`src/rtl/info_frame_pkg.sv`:
```
// Shared types, constants and packing helpers for the runtime InfoFrame source.
// Header and sub layouts match what the packet assembler consumes.
package info_frame_pkg;

    localparam int MAX_PAYLOAD = 27;
    localparam int SUB_BITS    = 224;

    typedef enum logic [1:0] {
        IDLE = 2'd0,
        SUM  = 2'd1,
        PEND = 2'd2
    } frame_state_e;

    function automatic logic [23:0] build_header(input logic [6:0] type_code,
                                                 input logic [7:0] version,
                                                 input logic [4:0] length);
        return {3'b000, length, version, 1'b1, type_code};
    endfunction

    // Byte 0 is the checksum; payload bytes beyond len are forced to zero.
    function automatic logic [SUB_BITS-1:0] pack_sub(input logic [7:0]               csum,
                                                     input logic [MAX_PAYLOAD*8-1:0] payload,
                                                     input logic [4:0]               len);
        logic [MAX_PAYLOAD*8-1:0] masked;
        masked = '0;
        for (int i = 0; i < MAX_PAYLOAD; i++) begin
            if (5'(i) < len) begin
                masked[i*8 +: 8] = payload[i*8 +: 8];
            end
        end
        return {masked, csum};
    endfunction

endpackage

```
`src/rtl/info_frame_checksum_accumulator.sv`:
```
// Sequential 8-bit checksum accumulator: seeded with the header sum, then adds
// one payload byte per enabled cycle while walking the index from 1 to LENGTH.
module info_frame_checksum_accumulator (
    input  logic       clk_pixel,
    input  logic       reset,
    input  logic       i_start,
    input  logic       i_add,
    input  logic [7:0] i_seed,
    input  logic [7:0] i_byte,
    input  logic [4:0] i_length,
    output logic [7:0] o_acc,
    output logic [4:0] o_idx,
    output logic       o_last,
    output logic       o_done
);

    logic [7:0] r_acc;
    logic [4:0] r_idx;
    logic       r_done;

    // Accumulator, index counter and done flag.
    always_ff @(posedge clk_pixel) begin
        if (reset) begin
            r_acc  <= 8'd0;
            r_idx  <= 5'd0;
            r_done <= 1'b0;
        end else if (i_start) begin
            r_acc  <= i_seed;
            r_idx  <= 5'd1;
            r_done <= 1'b0;
        end else if (i_add) begin
            r_acc  <= r_acc + i_byte;
            r_idx  <= r_idx + 5'd1;
            r_done <= r_done | (r_idx == i_length);
        end
    end

    assign o_acc  = r_acc;
    assign o_idx  = r_idx;
    assign o_last = (r_idx == i_length);
    assign o_done = r_done;

endmodule

```
`src/rtl/runtime_info_frame.sv`:
```
// Runtime-programmable InfoFrame source: staged payload, snapshot on commit,
// sequential checksum, and an atomic output load gated by swap_allowed.
module runtime_info_frame
    import info_frame_pkg::*;
#(
    parameter logic [6:0] TYPE    = 7'd2,
    parameter logic [7:0] VERSION = 8'd2,
    parameter logic [4:0] LENGTH  = 5'd13
) (
    input  logic         clk_pixel,
    input  logic         reset,
    input  logic         wr_en,
    input  logic [4:0]   wr_addr,
    input  logic [7:0]   wr_data,
    input  logic         commit,
    input  logic         swap_allowed,
    output logic         busy,
    output logic         valid,
    output logic [23:0]  header,
    output logic [223:0] sub
);

    localparam logic [23:0] HDR  = build_header(TYPE, VERSION, LENGTH);
    localparam logic [7:0]  SEED = HDR[7:0] + HDR[15:8] + HDR[23:16];

    frame_state_e                r_state, w_state_next;
    logic [MAX_PAYLOAD*8-1:0]    r_stage, r_work;
    logic                        r_pend, r_busy, r_valid;
    logic [23:0]                 r_header;
    logic [SUB_BITS-1:0]         r_sub;
    logic                        w_start, w_load, w_add;
    logic [7:0]                  w_byte, w_acc, w_csum;
    logic [4:0]                  w_idx;
    logic                        w_last, w_done;

    info_frame_checksum_accumulator u_acc (
        .clk_pixel (clk_pixel),
        .reset     (reset),
        .i_start   (w_start),
        .i_add     (w_add),
        .i_seed    (SEED),
        .i_byte    (w_byte),
        .i_length  (LENGTH),
        .o_acc     (w_acc),
        .o_idx     (w_idx),
        .o_last    (w_last),
        .o_done    (w_done)
    );

    assign w_add  = (r_state == SUM);
    assign w_csum = 8'd0 - w_acc;

    // Next-state logic; a pending or coincident commit restarts straight from PEND.
    always_comb begin
        w_state_next = r_state;
        w_start      = 1'b0;
        w_load       = 1'b0;
        case (r_state)
            IDLE: begin
                if (commit) begin
                    w_start      = 1'b1;
                    w_state_next = SUM;
                end else begin
                    w_state_next = IDLE;
                end
            end
            SUM: begin
                if (w_last) begin
                    w_state_next = PEND;
                end else begin
                    w_state_next = SUM;
                end
            end
            PEND: begin
                if (swap_allowed && w_done) begin
                    w_load = 1'b1;
                    if (r_pend || commit) begin
                        w_start      = 1'b1;
                        w_state_next = SUM;
                    end else begin
                        w_state_next = IDLE;
                    end
                end else begin
                    w_state_next = PEND;
                end
            end
            default: w_state_next = IDLE;
        endcase
    end

    // Payload byte selected by the accumulator's current index.
    always_comb begin
        w_byte = 8'd0;
        for (int i = 0; i < MAX_PAYLOAD; i++) begin
            if (w_idx == 5'(i + 1)) begin
                w_byte = r_work[i*8 +: 8];
            end
        end
    end

    // Staging writes outside 1..LENGTH are dropped; work snapshots pre-write staging.
    always_ff @(posedge clk_pixel) begin
        if (reset) begin
            r_stage <= '0;
            r_work  <= '0;
        end else begin
            for (int i = 0; i < MAX_PAYLOAD; i++) begin
                if (wr_en && (wr_addr == 5'(i + 1)) && (5'(i + 1) <= LENGTH)) begin
                    r_stage[i*8 +: 8] <= wr_data;
                end
            end
            if (w_start) begin
                r_work <= r_stage;
            end
        end
    end

    // State register, pending-commit flag and busy.
    always_ff @(posedge clk_pixel) begin
        if (reset) begin
            r_state <= IDLE;
            r_pend  <= 1'b0;
            r_busy  <= 1'b0;
        end else begin
            r_state <= w_state_next;
            r_busy  <= (w_state_next != IDLE);
            if (w_start) begin
                r_pend <= 1'b0;
            end else if (commit && (r_state != IDLE)) begin
                r_pend <= 1'b1;
            end
        end
    end

    // Output packet registers, updated only on a completed build.
    always_ff @(posedge clk_pixel) begin
        if (reset) begin
            r_header <= 24'd0;
            r_sub    <= '0;
            r_valid  <= 1'b0;
        end else if (w_load) begin
            r_header <= HDR;
            r_sub    <= pack_sub(w_csum, r_work, LENGTH);
            r_valid  <= 1'b1;
        end
    end

    assign busy   = r_busy;
    assign valid  = r_valid;
    assign header = r_header;
    assign sub    = r_sub;

endmodule

```
`config.mk`:
```
export PLATFORM = sky130hd
export DESIGN_NAME = runtime_info_frame
export DESIGN_NICKNAME = d
export VERILOG_FILES = /design/src/rtl/info_frame_pkg.sv /design/src/rtl/info_frame_checksum_accumulator.sv /design/src/rtl/runtime_info_frame.sv
export SDC_FILE = /design/constraint.sdc
export NUM_CORES = 1
export LEC_CHECK = 0
export ABC_AREA = 1
export ABC_CLOCK_PERIOD_IN_PS = 6600
export BUFFER_PORTS_ARGS = -buffer_cell sky130_fd_sc_hd__buf_2
export CORE_UTILIZATION = 40
export CTS_CLUSTER_SIZE = 28
export DETAILED_ROUTE_END_ITERATION = 10
export PLACE_DENSITY_LB_ADDON = 0.3
export SYNTH_ARGS = -nofsm -noshare
export SYNTH_HDL_FRONTEND = slang
export SYNTH_SLANG_ARGS = --single-unit
```
`constraint.sdc`:
```
create_clock -name clk_pixel -period 6.6 [get_ports clk_pixel]
set_input_delay 0 -clock clk_pixel [delete_from_list [all_inputs] [get_ports clk_pixel]]
set_output_delay 0 -clock clk_pixel [all_outputs]
set_load 0.005 [all_outputs]
```
# ---- Word level (Yosys, flattened, before mapping)
# Cells that the tools add are included.
dict set report op_classes {
  n_addsub 3
  n_eq_ne 42
  n_mux 42
  n_bitwise 1
  reduce_logical 21
}
# op n
set ops {}
lappend ops {{8-bit 2-to-1 mux} 29}
lappend ops {{5-bit by 4-bit equality test with 1-bit output (second input constant)} 14}
lappend ops {{5-bit equality test (second input constant)} 12}
lappend ops {{5-bit by 3-bit equality test with 1-bit output (second input constant)} 8}
lappend ops {{5-bit by 2-bit equality test with 1-bit output (second input constant)} 4}
lappend ops {{1-bit logical AND} 15}
lappend ops {{5-bit by 1-bit equality test with 1-bit output (second input constant)} 2}
lappend ops {{1-bit 2-to-1 mux} 9}
lappend ops {{8-bit adder} 1}
lappend ops {{1-bit by 8-bit subtractor with 8-bit output (first input constant)} 1}
lappend ops {{2-bit one-hot mux with 3 select lines} 1}
lappend ops {{2-bit nonzero test} 3}
lappend ops {{5-bit by 1-bit adder with 5-bit output (second input constant)} 1}
lappend ops {{2-bit 2-to-1 mux} 2}
lappend ops {{2-bit by 1-bit equality test with 1-bit output (second input constant)} 1}
lappend ops {{2-bit equality test (second input constant)} 1}
lappend ops {{2-bit logical NOT} 1}
lappend ops {{1-bit one-hot mux with 2 select lines} 1}
lappend ops {{2-bit OR reduction} 1}
lappend ops {{1-bit logical OR} 1}
lappend ops {{1-bit OR} 1}
dict set report word_totals {
  regBits 340
  inputBits 18
  out_inout_bits 250
  elab_cells 134
}

# ---- Logic depth before layout (Yosys ltp)
# Gate-level depths: netlist of the first run.
dict set report depth {
  depth_word 31
  ltp_mapped 31
  mapped_depth_nobuf 30
}

# ---- By module
# A second synthesis of the first run with hierarchy kept.
dict set report hier_totals {
  cells_unflattened 1841
  area_unflattened_um2 14196.1
}
# mod n_inst cells_per_inst area_each_um2 seq_area_each_um2
set by_module_without_submodules {}
lappend by_module_without_submodules {runtime_info_frame 1 1702 13212.7 6506.2}
lappend by_module_without_submodules {info_frame_checksum_accumulator 1 139 983.4 280.3}

# ---- Least setup slack after synthesis of the first run
# Ideal clock, no wire load.
dict set report synth_path {
  path_kind {flip-flop to flip-flop}
  start {register u_acc.r_idx[0], in the netlist u_acc.o_idx[0]}
  end {register u_acc.r_acc[6], in the netlist u_acc.o_acc[6]}
  setup_time_ps 115
  arrival_time_ps 3088
  t_required_ps 6485
  path_slack_ps 3397
  path_stages_with_launch 31
  path_buffers 1
  synth_period_minus_slack_ps 3203
  path_cell_list {dfxtp_1 > inv_1 > ha_1 > inv_1 > nor2_1 > nand2_1 > buf_2 > o21ai_1 > o211ai_1 > nand2_1 > nand2_1 > nand2_1 > nand3_1 > nand2_1 > nand2_1 > nand2_1 > nand3b_1 > nand2_1 > inv_1 > ha_1 > fa_1 > inv_1 > o31ai_1 > inv_1 > nor2_1 > nor2_1 > inv_1 > a21oi_1 > xnor2_1 > o21ai_0 > inv_1}
}
dict set report synth_between {
  elab_chain_len 29
  elab_cells_between_ends 55
  classes_between {1 x add/sub; 27 x eq/ne; 27 x mux}
}
# element line
set synth_lines {}
lappend synth_lines {{from (decl)} info_frame_checksum_accumulator.sv:18} ;# logic [4:0] r_idx;
lappend synth_lines {{from (signal assigned)} info_frame_checksum_accumulator.sv:33} ;# r_idx <= r_idx + 5'd1;
lappend synth_lines {{5-bit by 1-bit equality test with 1-bit output} runtime_info_frame.sv:95} ;# if (w_idx == 5'(i + 1)) begin
lappend synth_lines {{8-bit 2-to-1 mux (26 in series)} runtime_info_frame.sv:95}
lappend synth_lines {{8-bit 2-to-1 mux *} runtime_info_frame.sv:95}
lappend synth_lines {{8-bit adder *} info_frame_checksum_accumulator.sv:32} ;# r_acc <= r_acc + i_byte;
lappend synth_lines {{to (signal assigned)} info_frame_checksum_accumulator.sv:28} ;# r_acc <= i_seed;
lappend synth_lines {{to (signal assigned)} info_frame_checksum_accumulator.sv:32}
lappend synth_lines {{to (decl)} info_frame_checksum_accumulator.sv:17} ;# logic [7:0] r_acc;
# Every way passes the cells marked *; elsewhere a longest branch is shown, timed or not.
# A chain may end at the register's enable or synchronous reset.

# ---- Worst setup path in the final report of the first run
dict set report layout_path {
  start {register u_acc.r_idx[0], in the netlist u_acc.o_idx[0]}
  end {register u_acc.r_acc[7], in the netlist u_acc.o_acc[7]}
}
dict set report layout_between {
  elab_chain_len 31
  elab_cells_between_ends 57
  classes_between {1 x add/sub; 27 x eq/ne; 29 x mux}
}
# element line
set layout_lines {}
lappend layout_lines {{5-bit by 1-bit equality test with 1-bit output} runtime_info_frame.sv:95}
lappend layout_lines {{8-bit 2-to-1 mux (26 in series)} runtime_info_frame.sv:95}
lappend layout_lines {{8-bit 2-to-1 mux *} runtime_info_frame.sv:95}
lappend layout_lines {{8-bit adder *} info_frame_checksum_accumulator.sv:32}
lappend layout_lines {{8-bit 2-to-1 mux *} info_frame_checksum_accumulator.sv:31} ;# end else if (i_add) begin
lappend layout_lines {{8-bit 2-to-1 mux *} info_frame_checksum_accumulator.sv:27} ;# end else if (i_start) begin
# Every way passes the cells marked *; elsewhere a longest branch is shown, timed or not. The select of a mux whose other input is x is not followed.

==> impl_metrics.ini, run 1 <==
[detailed_routing]
drtIter0Drc = 898
postRouteAntennaNets = 0
wl_mm = 38.05
dr_total_vias = 12119
remaining_drc_errors = 0
wl_per_cell_um = 15.20
first_pass_iters = 5
routed_via_density = 4.842

[worst_setup_path]
end_kind = flip-flop
cp.arrival_ns = 5.00
worstRegToRegCells = 27
r2r_end = u_acc.o_acc[7]
cp-startpoint = u_acc.o_idx[0]
critPathMaxFanout = 14
cp-start-kind = flip-flop
crit_top_cell = nand2_1
cp_num_buf_inv = 5
rr_startpoint = u_acc.o_idx[0]
crit_family = simple AND/OR/NAND/NOR gates
path_class = reg2reg
cp_slowest_cell = nor2_1
rrSetupSlack_ns = 2.05
crit_path_max_incr_delay_ns = 0.75
crit_required_ns = 7.05

[sta]
tightestPinTransition_ns = 1.005
setup_viol = 0
period_minus_slack_ns = 4.547
finalHoldViolations = 0
period_share = 0.6890
setup_tns_ns = 0
finClkSkew_ns = 0.01099
grt_setup_unrepaired = false
slew_headroom = 0.3274
max_freq_mhz = 219.9
report.final.slew_viol_count = 0

[clock_network]
postCtsSetupRepairBufs = 0
clockRootBuffer = clkbuf_16
path_clk_slew_ns = 0.06
cts.path.max_buffers = 3
htreeDepth = 2
clock-sinks = 339
cts_tree = yes
clk_latency_ns = 0.52
numCtsBuffers = 37

[grt]
grtUsageTotal = 0.2037
grt_pass1_vias = 10528
grt_use_met3 = 0.02978
overflow = 0
grt_first_pass_wirelength_mm = 59.03
grtUsageMet2 = 0.3151
grt.busiest_layer = met2
use_met1 = 0.2938
antenna_found_initial = 2
grt_max_degree = 149

[floorplan]
dieArea_sq_um = 36830
core_sq_um = 35570
die_h_um = 191.9
pin_count = 268
initial_core_util = 0.4056
fp.dieW_um = 191.9
rows = 69

[yosys]
synth_most_common_cell = nor2_1
ys_seq_area_frac = 0.4705
synth_top_cell_by_area = dfxtp_1
ys.flop_type = dfxtp_1
ys_top_cells_by_area = dfxtp_1, o21ai_0, nor2_1, buf_4, a21oi_1
synth_common_cells = nor2_1, dfxtp_1, o21ai_0
synth_area_per_cell_sq_um = 7.439
syn-cell-area_sq_um = 14430
ys_warn_count = 0
synth_seq_cells = 339
synth_top_area_frac = 0.4705
async_flop_share = 0
synthDistinctLibCells = 41
synth_edf_count = 0
syn_inst = 1939

[min_path]
hold_start = wr_data[2]
hold_depth = 3
holdPathEnd = r_stage[50]
hold_path.class = in2reg

[placed_design]
dp_cells = 2429
hpwl_mm = 25.67
io_buffer_count = 137
place_congestion = 0.9020

[layout]
area_growth_pct = 11.97
n_antenna_cell = 0
final_nets = 2048
drive_above_1_share = 0.1166
final_cells = 2503

[pwr]
peakVddDrop_mv = 0.2017
p_per_area_nw_per_um2 = 283.8
power.leakage_nw = 7.069

[outcome]
outcome = finished, final reports clean

[run]
drv_cap = 0
==> worst register-to-register path, cell delays in order, from the launching register on <==
cell      delay, ns
dfxtp_1        0.34
inv_1          0.12
ha_1           0.17
inv_1          0.05
nor2_1         0.75
nand2_1        0.46
o211ai_1       0.29
nand3_1        0.10
nor2_1         0.11
o21bai_1       0.07
o21ai_1        0.10
nand2_1        0.08
nand2_1        0.06
nand2_1        0.06
nand2_1        0.06
nand3_1        0.06
nand2_1        0.06
inv_1          0.04
ha_1           0.29
inv_1          0.07
o21bai_1       0.28
nand4_1        0.13
o211ai_1       0.13
xor2_1         0.21
inv_1          0.06
nand3_1        0.08
nand3_1        0.09
a21oi_2        0.15
==> layout by cell type (no fill, tap or decap), types with 5 or more instances in the layout <==
master	instances
o21ai_0	338
clkbuf_16	39
o21ai_1	5
or2_2	6
inv_2	15
a21oi_1	164
nand2_1	135
conb_1	130
or2_0	9
buf_2	137
dlygate4sd3_1	9
xor2_1	9
o211ai_1	9
nand4_1	5
nand3_1	49
inv_1	149
nor2_1	408
clkbuf_1	10
buf_4	7
clkbuf_8	9
ha_1	13
dfxtp_1	339
==> stage by stage <==
stage	hold slack [ns]	instance area (sq um)	setup WS, ns	total power, mW	util
3_5_place_dp	0.3084	14810	2.043	2.494	0.4163
4_1_cts	0.01105	16150	2.008	4.613	0.4541
3_3_place_gp	0.3025	14810	2.272	2.487	0.4163
6_report	0.01325	16150	2.053	4.583	0.4541
5_1_grt	0.01631	16150	1.427	4.759	0.4541
2_1_floorplan	0.1525	14910	3.397	2.444	-
==> power breakdown <==
part / switching, mW / internal, mW
combinational: 0.204 / 0.0816
sequential: 0.0639 / 2.11
clock: 0.825 / 1.30
total: 1.09 / 3.49
==> final cells by class <==
type	instances	area, sq um
multi-input cells	1315	6055
repair buffers	153	828.3
fillers	3593	19420
clock buffers	58	1137
flip-flops and latches	339	6787
inverters	170	650.6
clock inverters	7	117.6
well taps	461	576.8
==> worst max path at each step <==
| stage | endpoint | slack [ns] | cells past startpoint |
|---|---|---|---|
| after floorplan | u_acc.o_acc[6] | 3.40 | 30 |
| after global placement | u_acc.o_acc[6] | 2.27 | 26 |
| after detailed placement | u_acc.o_acc[6] | 2.04 | 26 |
| after CTS | u_acc.o_acc[6] | 2.01 | 26 |
| after global routing | u_acc.o_acc[6] | 1.43 | 26 |
| final | u_acc.o_acc[7] | 2.05 | 27 |
==> kinds of logic after synthesis <==
| group | synth area share |
|---|---|
| other | 0.0002600 |
| adders and majority gates | 0.01266 |
| and+or+nand+nor | 0.1794 |
| AOI/OAI and AO/OA | 0.1859 |
| buffers and inverters | 0.1441 |
| xor gates and xnor gates | 0.007287 |
| DFF | 0.4705 |
==> timing repair <==
item	in CTS	in global routing
endpoints found under the hold margin	22	0
hold buffers	9	0
resized for setup	0	0
==> metal layers <==
| metal | up-vias | wire [um] | share of wire |
|---|---|---|---|
| li1 | 6135 | - | - |
| met1 | 5572 | 18340 | 0.48 |
| met2 | 348 | 16860 | 0.44 |
| met3 | 60 | 2039 | 0.054 |
| met4 | 4 | 787 | 0.021 |
| met5 | - | 27 | 0.00071 |
==> state kept, by name (all words and copies together), names as in the netlist <==
| name | count |
|---|---|
| busy | 1 |
| r_pend | 1 |
| r_stage | 104 |
| r_state | 2 |
| r_work | 104 |
| sub | 112 |
| u_acc.o_acc | 8 |
| u_acc.o_done | 1 |
| u_acc.o_idx | 5 |
| valid | 1 |
No activity file was read; power rests on OpenSTA's default activity.
==> inputs of run 2 (changes only) <==
--- a/config.mk
+++ b/config.mk
@@ -5,8 +5,8 @@
 export SDC_FILE = /design/constraint.sdc
 export NUM_CORES = 1
 export LEC_CHECK = 0
-export ABC_AREA = 1
-export ABC_CLOCK_PERIOD_IN_PS = 6600
+export ABC_AREA = 0
+export ABC_CLOCK_PERIOD_IN_PS = 4000
 export BUFFER_PORTS_ARGS = -buffer_cell sky130_fd_sc_hd__buf_2
 export CORE_UTILIZATION = 40
 export CTS_CLUSTER_SIZE = 28
==> constraint.sdc (replaced) <==
create_clock -name clk_pixel -period 4 [get_ports clk_pixel]
set_input_delay 0 -clock clk_pixel [delete_from_list [all_inputs] [get_ports clk_pixel]]
set_output_delay 0 -clock clk_pixel [all_outputs]
set_load 0.005 [all_outputs]
==> run 2 against run 1 <==
Clock power grew 55%. First-iteration DRC count rose by 3.0%. Global-route usage grew 0.84 points. Register-to-register slack got worse by 1.8 ns. Area after synthesis is 0.29% higher. Die area is 0.29% higher. Via count increased by 0.12%. Sequential power is 58% higher. Synthesized cell count shrank 6.4%. Power rose by 55%. Cell area rose by 1.4%. Flip-flop and latch count unchanged. Largest power group unchanged.
==> impl_metrics.ini, run 2 <==
[pwr]
pwr-share-comb = 0.052
p_per_area_nw_per_um2 = 433.4
total_power_mw = 7.101
seq_power_share = 0.481
intPower_mw = 5.424
power.switching_mw = 1.677
peakVddDrop_mv = 0.2975
pwr-share-clk = 0.466
netSwitchingFraction = 0.2362
power.leakage_nw = 6.544

[yosys]
synth_top_cell_by_area = dfxtp_1
synth_top_family_by_area = simple AND/OR/NAND/NOR gates
async_flop_share = 0
synthSimpleGateAreaFrac = 0.2062
synth_seq_cells = 339
ys_warn_count = 0
synth_area_per_cell_sq_um = 7.975
synth-xor-area-share = 0.007871
synth_compound_area_frac = 0.1399
ys_top_cells_by_area = dfxtp_1, nand2_1, a21oi_1, buf_4, mux2i_1
ys.flop_type = dfxtp_1
synth-adder-area-share = 0.01263
synthDistinctLibCells = 55
synth_most_common_cell = nand2_1
synth_edf_count = 0
muxShareOfSynthArea = 0.05535
synth_top_area_frac = 0.4691
syn_inst = 1814
ys_seq_area_frac = 0.4691
synth_common_cells = nand2_1, dfxtp_1, a21oi_1
syn-cell-area_sq_um = 14470

[sta]
finClkSkew_ns = 0.01769
tightestPinTransition_ns = 1.032
whs_ns = 0.03529
layout_setup_ws_ns = 0.2145
period_minus_slack_ns = 3.786
period_share = 0.9464
finalHoldViolations = 0
max_freq_mhz = 264.2
setup_tns_ns = 0
setup_viol = 0
report.final.slew_viol_count = 0
slew_headroom = 0.3108
grt_setup_unrepaired = false

[clock_network]
clk_latency_ns = 0.53
cts.path.max_buffers = 3
clock-sinks = 339
numCtsBuffers = 37
path_clk_slew_ns = 0.06
clockRootBuffer = clkbuf_16
htreeDepth = 2
cts_tree = yes

[run]
drv_cap = 0

[layout]
final_common_cell = nand2_1
fillers = 3535
drive_above_1_share = 0.1279
largest_reg_flops = 112
area_growth_pct = 13.27
final_cells = 2395
final_area_sq_um = 16390
multi_input_area_sq_um = 6636
regArea_sq_um = 6789
final_cell_mix = nand2_1, dfxtp_1, a21oi_1
final_util = 0.4607
final_nets = 1935

[detailed_routing]
wl_mm = 39.67
wl_per_cell_um = 16.56
remaining_drc_errors = 0
postRouteAntennaNets = 0
first_pass_iters = 5
drtIter0Drc = 925
routed_via_density = 5.066
dr_total_vias = 12134

[placed_design]
place_ws_ns = 0.06576
place_area_sq_um = 15040
dp_cells = 2314
hpwl_mm = 26.80
io_buffer_count = 137
place_congestion = 0.8978

[grt]
antenna_found_initial = 3
grt_max_degree = 157
grt_first_pass_wirelength_mm = 61.91
grtUsageTotal = 0.2120
grt_pass1_vias = 10855
overflow = 0

[worst_setup_path]
crit_path_max_incr_delay_ns = 0.46
crit_chain = inv_1 > ha_4 > buf_4 > nand3b_1 > a311oi_1 > o211ai_1 > a41oi_1 > a211oi_1 > nor3_1 > ha_1 > nor2_1 > nor2_1 > a2111o_1 > a211o_1 > a22o_1 > and3_1
crit_top_cell = nor2_1
crit_required_ns = 4.40
cp.arrival_ns = 4.19
end_kind = flip-flop
cp_slowest_cell = a2111o_1
path_class = reg2reg
cp-start-kind = flip-flop
critPathMaxFanout = 10

[outcome]
outcome = finished, final reports clean

[floorplan]
die_h_um = 192.2
dieArea_sq_um = 36930
rows = 69
core_sq_um = 35570
initial_core_util = 0.4067
pin_count = 268
fp.dieW_um = 192.2

[min_path]
hold_path.class = in2reg
run 2: cell types whose count changed in the layout (fill, tap and decap cells not counted), moves of 80 or more:
cell,change
a21oi_1,+106
inv_1,-135
nand2_1,+370
nor2_1,-288
mux2i_1,+80
o21ai_0,-328
run 2: metal layers:
metal | GRT usage | vias to the layer above | share of wire
li1 | - | 5945 | -
met1 | 0.3078 | 5734 | 0.49
met2 | 0.3297 | 403 | 0.44
met3 | 0.02978 | 50 | 0.053
met4 | 0.04876 | 2 | 0.017
met5 | 0 | - | 0.00028
run 2: worst paths after layout:
| path | end | slack (ns) | startpoint | depth (start not counted) |
|---|---|---|---|---|
| worst max-delay path | u_acc.o_acc[7] | 0.21 | u_acc.o_idx[0] | 16 |
| worst min-delay path | r_stage[40] | 0.04 | wr_addr[0] | 4 |
| worst max register to register | u_acc.o_acc[7] | 0.21 | u_acc.o_idx[0] | 16 |
| worst min register to register | r_work[0] | 0.45 | r_stage[0] | 2 |
run 2: logic make-up after synthesis:
logic type,after synthesis
AOI/OAI and AO/OA,357
adders and majority gates,14
buffers and inverters,279
DFF,339
and+or+nand+nor,731
xor gates and xnor gates,13
muxes,80
other,1
run 2: repair_timing:
item                                    CTS  global route
hold buffers                             10             0
hold endpoints to repair                122             0
resized for setup                         0            12
endpoints found under the setup margin    0             4
buffers inserted                          0             1
run 2: final cells by class:
| type | instances | area share |
|---|---|---|
| Clock buffer | 57 | 0.06781 |
| Antenna cell | 3 | 0.0004582 |
| Timing Repair Buffer | 186 | 0.06872 |
| Clock inverter | 10 | 0.005269 |
| Multi-Input combinational cell | 1325 | 0.4050 |
| Sequential cell | 339 | 0.4143 |
| Inverter | 14 | 0.003207 |
| Tap cell | 461 | 0.03520 |
run 2: power groups by stage:
stage          Clock, mW  Combinational, mW  Sequential, mW
3_3_place_gp           0              0.360            3.49
2_1_floorplan          0              0.342            3.48
6_report            3.31              0.373            3.42
3_5_place_dp           0              0.360            3.49
4_1_cts             3.39              0.368            3.42
5_1_grt             3.53              0.420            3.42
run 2: worst max-delay path: cells and delay by family (launching register included):
| family | cells | cell delay, ns |
|---|---|---|
| adders and majority gates | 2 | 0.48 |
| DFF | 1 | 0.39 |
| buffers and inverters | 2 | 0.27 |
| and+or+nand+nor | 5 | 0.71 |
| AOI/OAI and AO/OA | 7 | 1.83 |
==> inputs of run 3 (changes only) <==
--- a/config.mk
+++ b/config.mk
@@ -6,12 +6,13 @@
 export NUM_CORES = 1
 export LEC_CHECK = 0
 export ABC_AREA = 0
-export ABC_CLOCK_PERIOD_IN_PS = 4000
+export ABC_CLOCK_PERIOD_IN_PS = 3150
 export BUFFER_PORTS_ARGS = -buffer_cell sky130_fd_sc_hd__buf_2
 export CORE_UTILIZATION = 40
 export CTS_CLUSTER_SIZE = 28
 export DETAILED_ROUTE_END_ITERATION = 10
 export PLACE_DENSITY_LB_ADDON = 0.3
+export REMOVE_ABC_BUFFERS = 1
 export SYNTH_ARGS = -nofsm -noshare
 export SYNTH_HDL_FRONTEND = slang
 export SYNTH_SLANG_ARGS = --single-unit
==> constraint.sdc (replaced) <==
create_clock -name clk_pixel -period 3.15 [get_ports clk_pixel]
set_input_delay 0 -clock clk_pixel [delete_from_list [all_inputs] [get_ports clk_pixel]]
set_output_delay 0 -clock clk_pixel [all_outputs]
set_load 0.005 [all_outputs]
==> run 3 against run 2 <==
The flow now finishes with violations (negative setup slack). Non-clock buffer count grew 74. Critical path depth unchanged. Clock-buffer cell count decreased by 3. Sequential share of layout area fell by 2.0 points. Flip-flop and latch count unchanged. Clock power up 30%. Final cell count up 2.9%. Critical endpoint unchanged. Largest cell class unchanged. Largest power group unchanged.
==> impl_metrics.ini, run 3 (synthesis gave the netlist of run 2 again) <==
[worst_setup_path]
end_kind = flip-flop
crit_path_max_incr_delay_ns = 0.43
cp.arrival_ns = 3.97
crit_chain = buf_6 > ha_4 > bufbuf_16 > nand2_1 > a311oi_2 > o211ai_1 > a41oi_2 > a211oi_2 > nor3_2 > ha_1 > inv_2 > o21ai_2 > a2111o_1 > a211o_1 > a22o_1 > and3_1
crit_family = compound AO/OA/AOI/OAI gates
path_class = reg2reg
cp_slowest_cell = a2111o_1
crit_required_ns = 3.55
cp-start-kind = flip-flop
cp_num_buf_inv = 3
critPathMaxFanout = 12

[run]
drv_cap = 0

[floorplan]
dieArea_sq_um = 36930
fp.dieW_um = 192.2
initial_core_util = 0.4067
die_h_um = 192.2
pin_count = 268
core_sq_um = 35570
rows = 69

[placed_design]
hpwl_mm = 27.50
dp_cells = 2381
place_ws_ns = -0.6832
io_buffer_count = 137
place_congestion = 0.9071
place_area_sq_um = 15580

[sta]
setup_tns_ns = -1.272
period_minus_slack_ns = 3.570
finalHoldViolations = 0
layout_setup_ws_ns = -0.4199
period_share = 1.133
tightestPinTransition_ns = 0.7686
report.final.slew_viol_count = 0
max_freq_mhz = 280.1
grt_setup_unrepaired = true
finClkSkew_ns = 0.02034
setup_viol = 7
slew_headroom = 0.4876

[detailed_routing]
routed_via_density = 4.996
drtIter0Drc = 768
dr_total_vias = 12316
remaining_drc_errors = 0
wl_mm = 40.80
postRouteAntennaNets = 0
wl_per_cell_um = 16.55
first_pass_iters = 5

[pwr]
peakVddDrop_mv = 0.4084
intPower_mw = 7.052
pwr-share-clk = 0.470
netSwitchingFraction = 0.2313
seq_power_share = 0.473
p_per_area_nw_per_um2 = 533.3
pwr-share-comb = 0.058
power.switching_mw = 2.122
power.leakage_nw = 6.975

[grt]
grt_max_degree = 112
grtUsageTotal = 0.2185
grt_pass1_vias = 11296
overflow = 0
antenna_found_initial = 0
grt_first_pass_wirelength_mm = 62.90

[clock_network]
clk_latency_ns = 0.52
cts_tree = yes
numCtsBuffers = 38
cts.path.max_buffers = 3
htreeDepth = 2
clock-sinks = 339
clockRootBuffer = clkbuf_16
path_clk_slew_ns = 0.06

[layout]
final_common_cell = nand2_1
drive_above_1_share = 0.1732
final_cells = 2465
area_growth_pct = 18.92
final_area_sq_um = 17200
fillers = 3520
n_antenna_cell = 0
largest_reg_flops = 112
final_cell_mix = nand2_1, dfxtp_1, a21oi_1
final_nets = 2010

[outcome]
outcome = finished, violations left
violations = negative setup slack

[min_path]
hold_path.class = in2reg
-- run 3: cell types whose count changed in the layout (fill, tap and decap cells not counted), sizes merged --
cell	change
buf	+70
bufbuf	+1
bufinv	+2
clkbuf	-2
clkinv	+1
clkinvlp	+1
diode	-3
dlygate4sd3	+2
inv	-2
-- run 3: power by group through the flow --
stage	combinational [mW]	clock [mW]	sequential, mW
after floorplan	0.227	0	4.42
after global placement	0.484	0	4.43
after detailed placement	0.488	0	4.43
after CTS	0.521	4.38	4.34
after global routing	0.587	4.56	4.34
final	0.529	4.31	4.34
-- run 3: worst reg2reg max path, cell delays in order (launching register included) --
cell,delay (ns)
dfxtp_2,0.32
buf_6,0.12
ha_4,0.18
bufbuf_16,0.28
nand2_1,0.08
a311oi_2,0.10
o211ai_1,0.38
a41oi_2,0.22
a211oi_2,0.21
nor3_2,0.08
ha_1,0.30
inv_2,0.07
o21ai_2,0.06
a2111o_1,0.43
a211o_1,0.30
a22o_1,0.19
and3_1,0.13
-- run 3: timing repair --
action / 4_1_cts / 5_1_grt
setup endpoints to repair: 7 / 7
buffers inserted: 3 / 1
cloned: 1 / 1
gates resized for setup: 44 / 3
hold buffers: 12 / 0
endpoints found under the hold margin: 80 / 0
pin swaps: 30 / 2
-- run 3: worst paths after layout --
check	startpoint	to	slack, ns	depth (start not counted)
setup reg to reg	u_acc.o_idx[1]	u_acc.o_acc[7]	-0.42	16
hold reg to reg	sub[5]	sub[5]	0.44	2
hold / removal	wr_addr[3]	r_stage[46]	0.1	5
setup / recovery	u_acc.o_idx[1]	u_acc.o_acc[7]	-0.42	16
-- run 3: stage by stage --
stage          power (mW)  utilization  hold WS [ns]
2_1_floorplan       4.650            -       0.06907
3_3_place_gp        4.913       0.4379        0.2842
3_5_place_dp        4.917       0.4379        0.3306
4_1_cts             9.239       0.4824       0.07874
5_1_grt             9.484       0.4836        0.1065
6_report            9.174       0.4836       0.09515
-- run 3: layout make-up --
type | count | area, sq um | area share
flip-flops and latches | 339 | 6789 | 0.3946
clock buffers | 54 | 1091 | 0.06342
inverters | 14 | 52.55 | 0.003055
multi-input cells | 1325 | 6782 | 0.3942
repair buffers | 260 | 1778 | 0.1034
well taps | 461 | 576.8 | 0.03353
clock inverters | 12 | 133.9 | 0.007782
-- run 3: metal layers --
metal / global-route usage / share of wire / vias up
met2: 0.3621 / 0.47 / 379
met5: 0 / 0 / -
met3: 0.03399 / 0.053 / 77
met1: 0.2877 / 0.45 / 5774
met4: 0.07420 / 0.032 / 0
li1: - / - / 6086
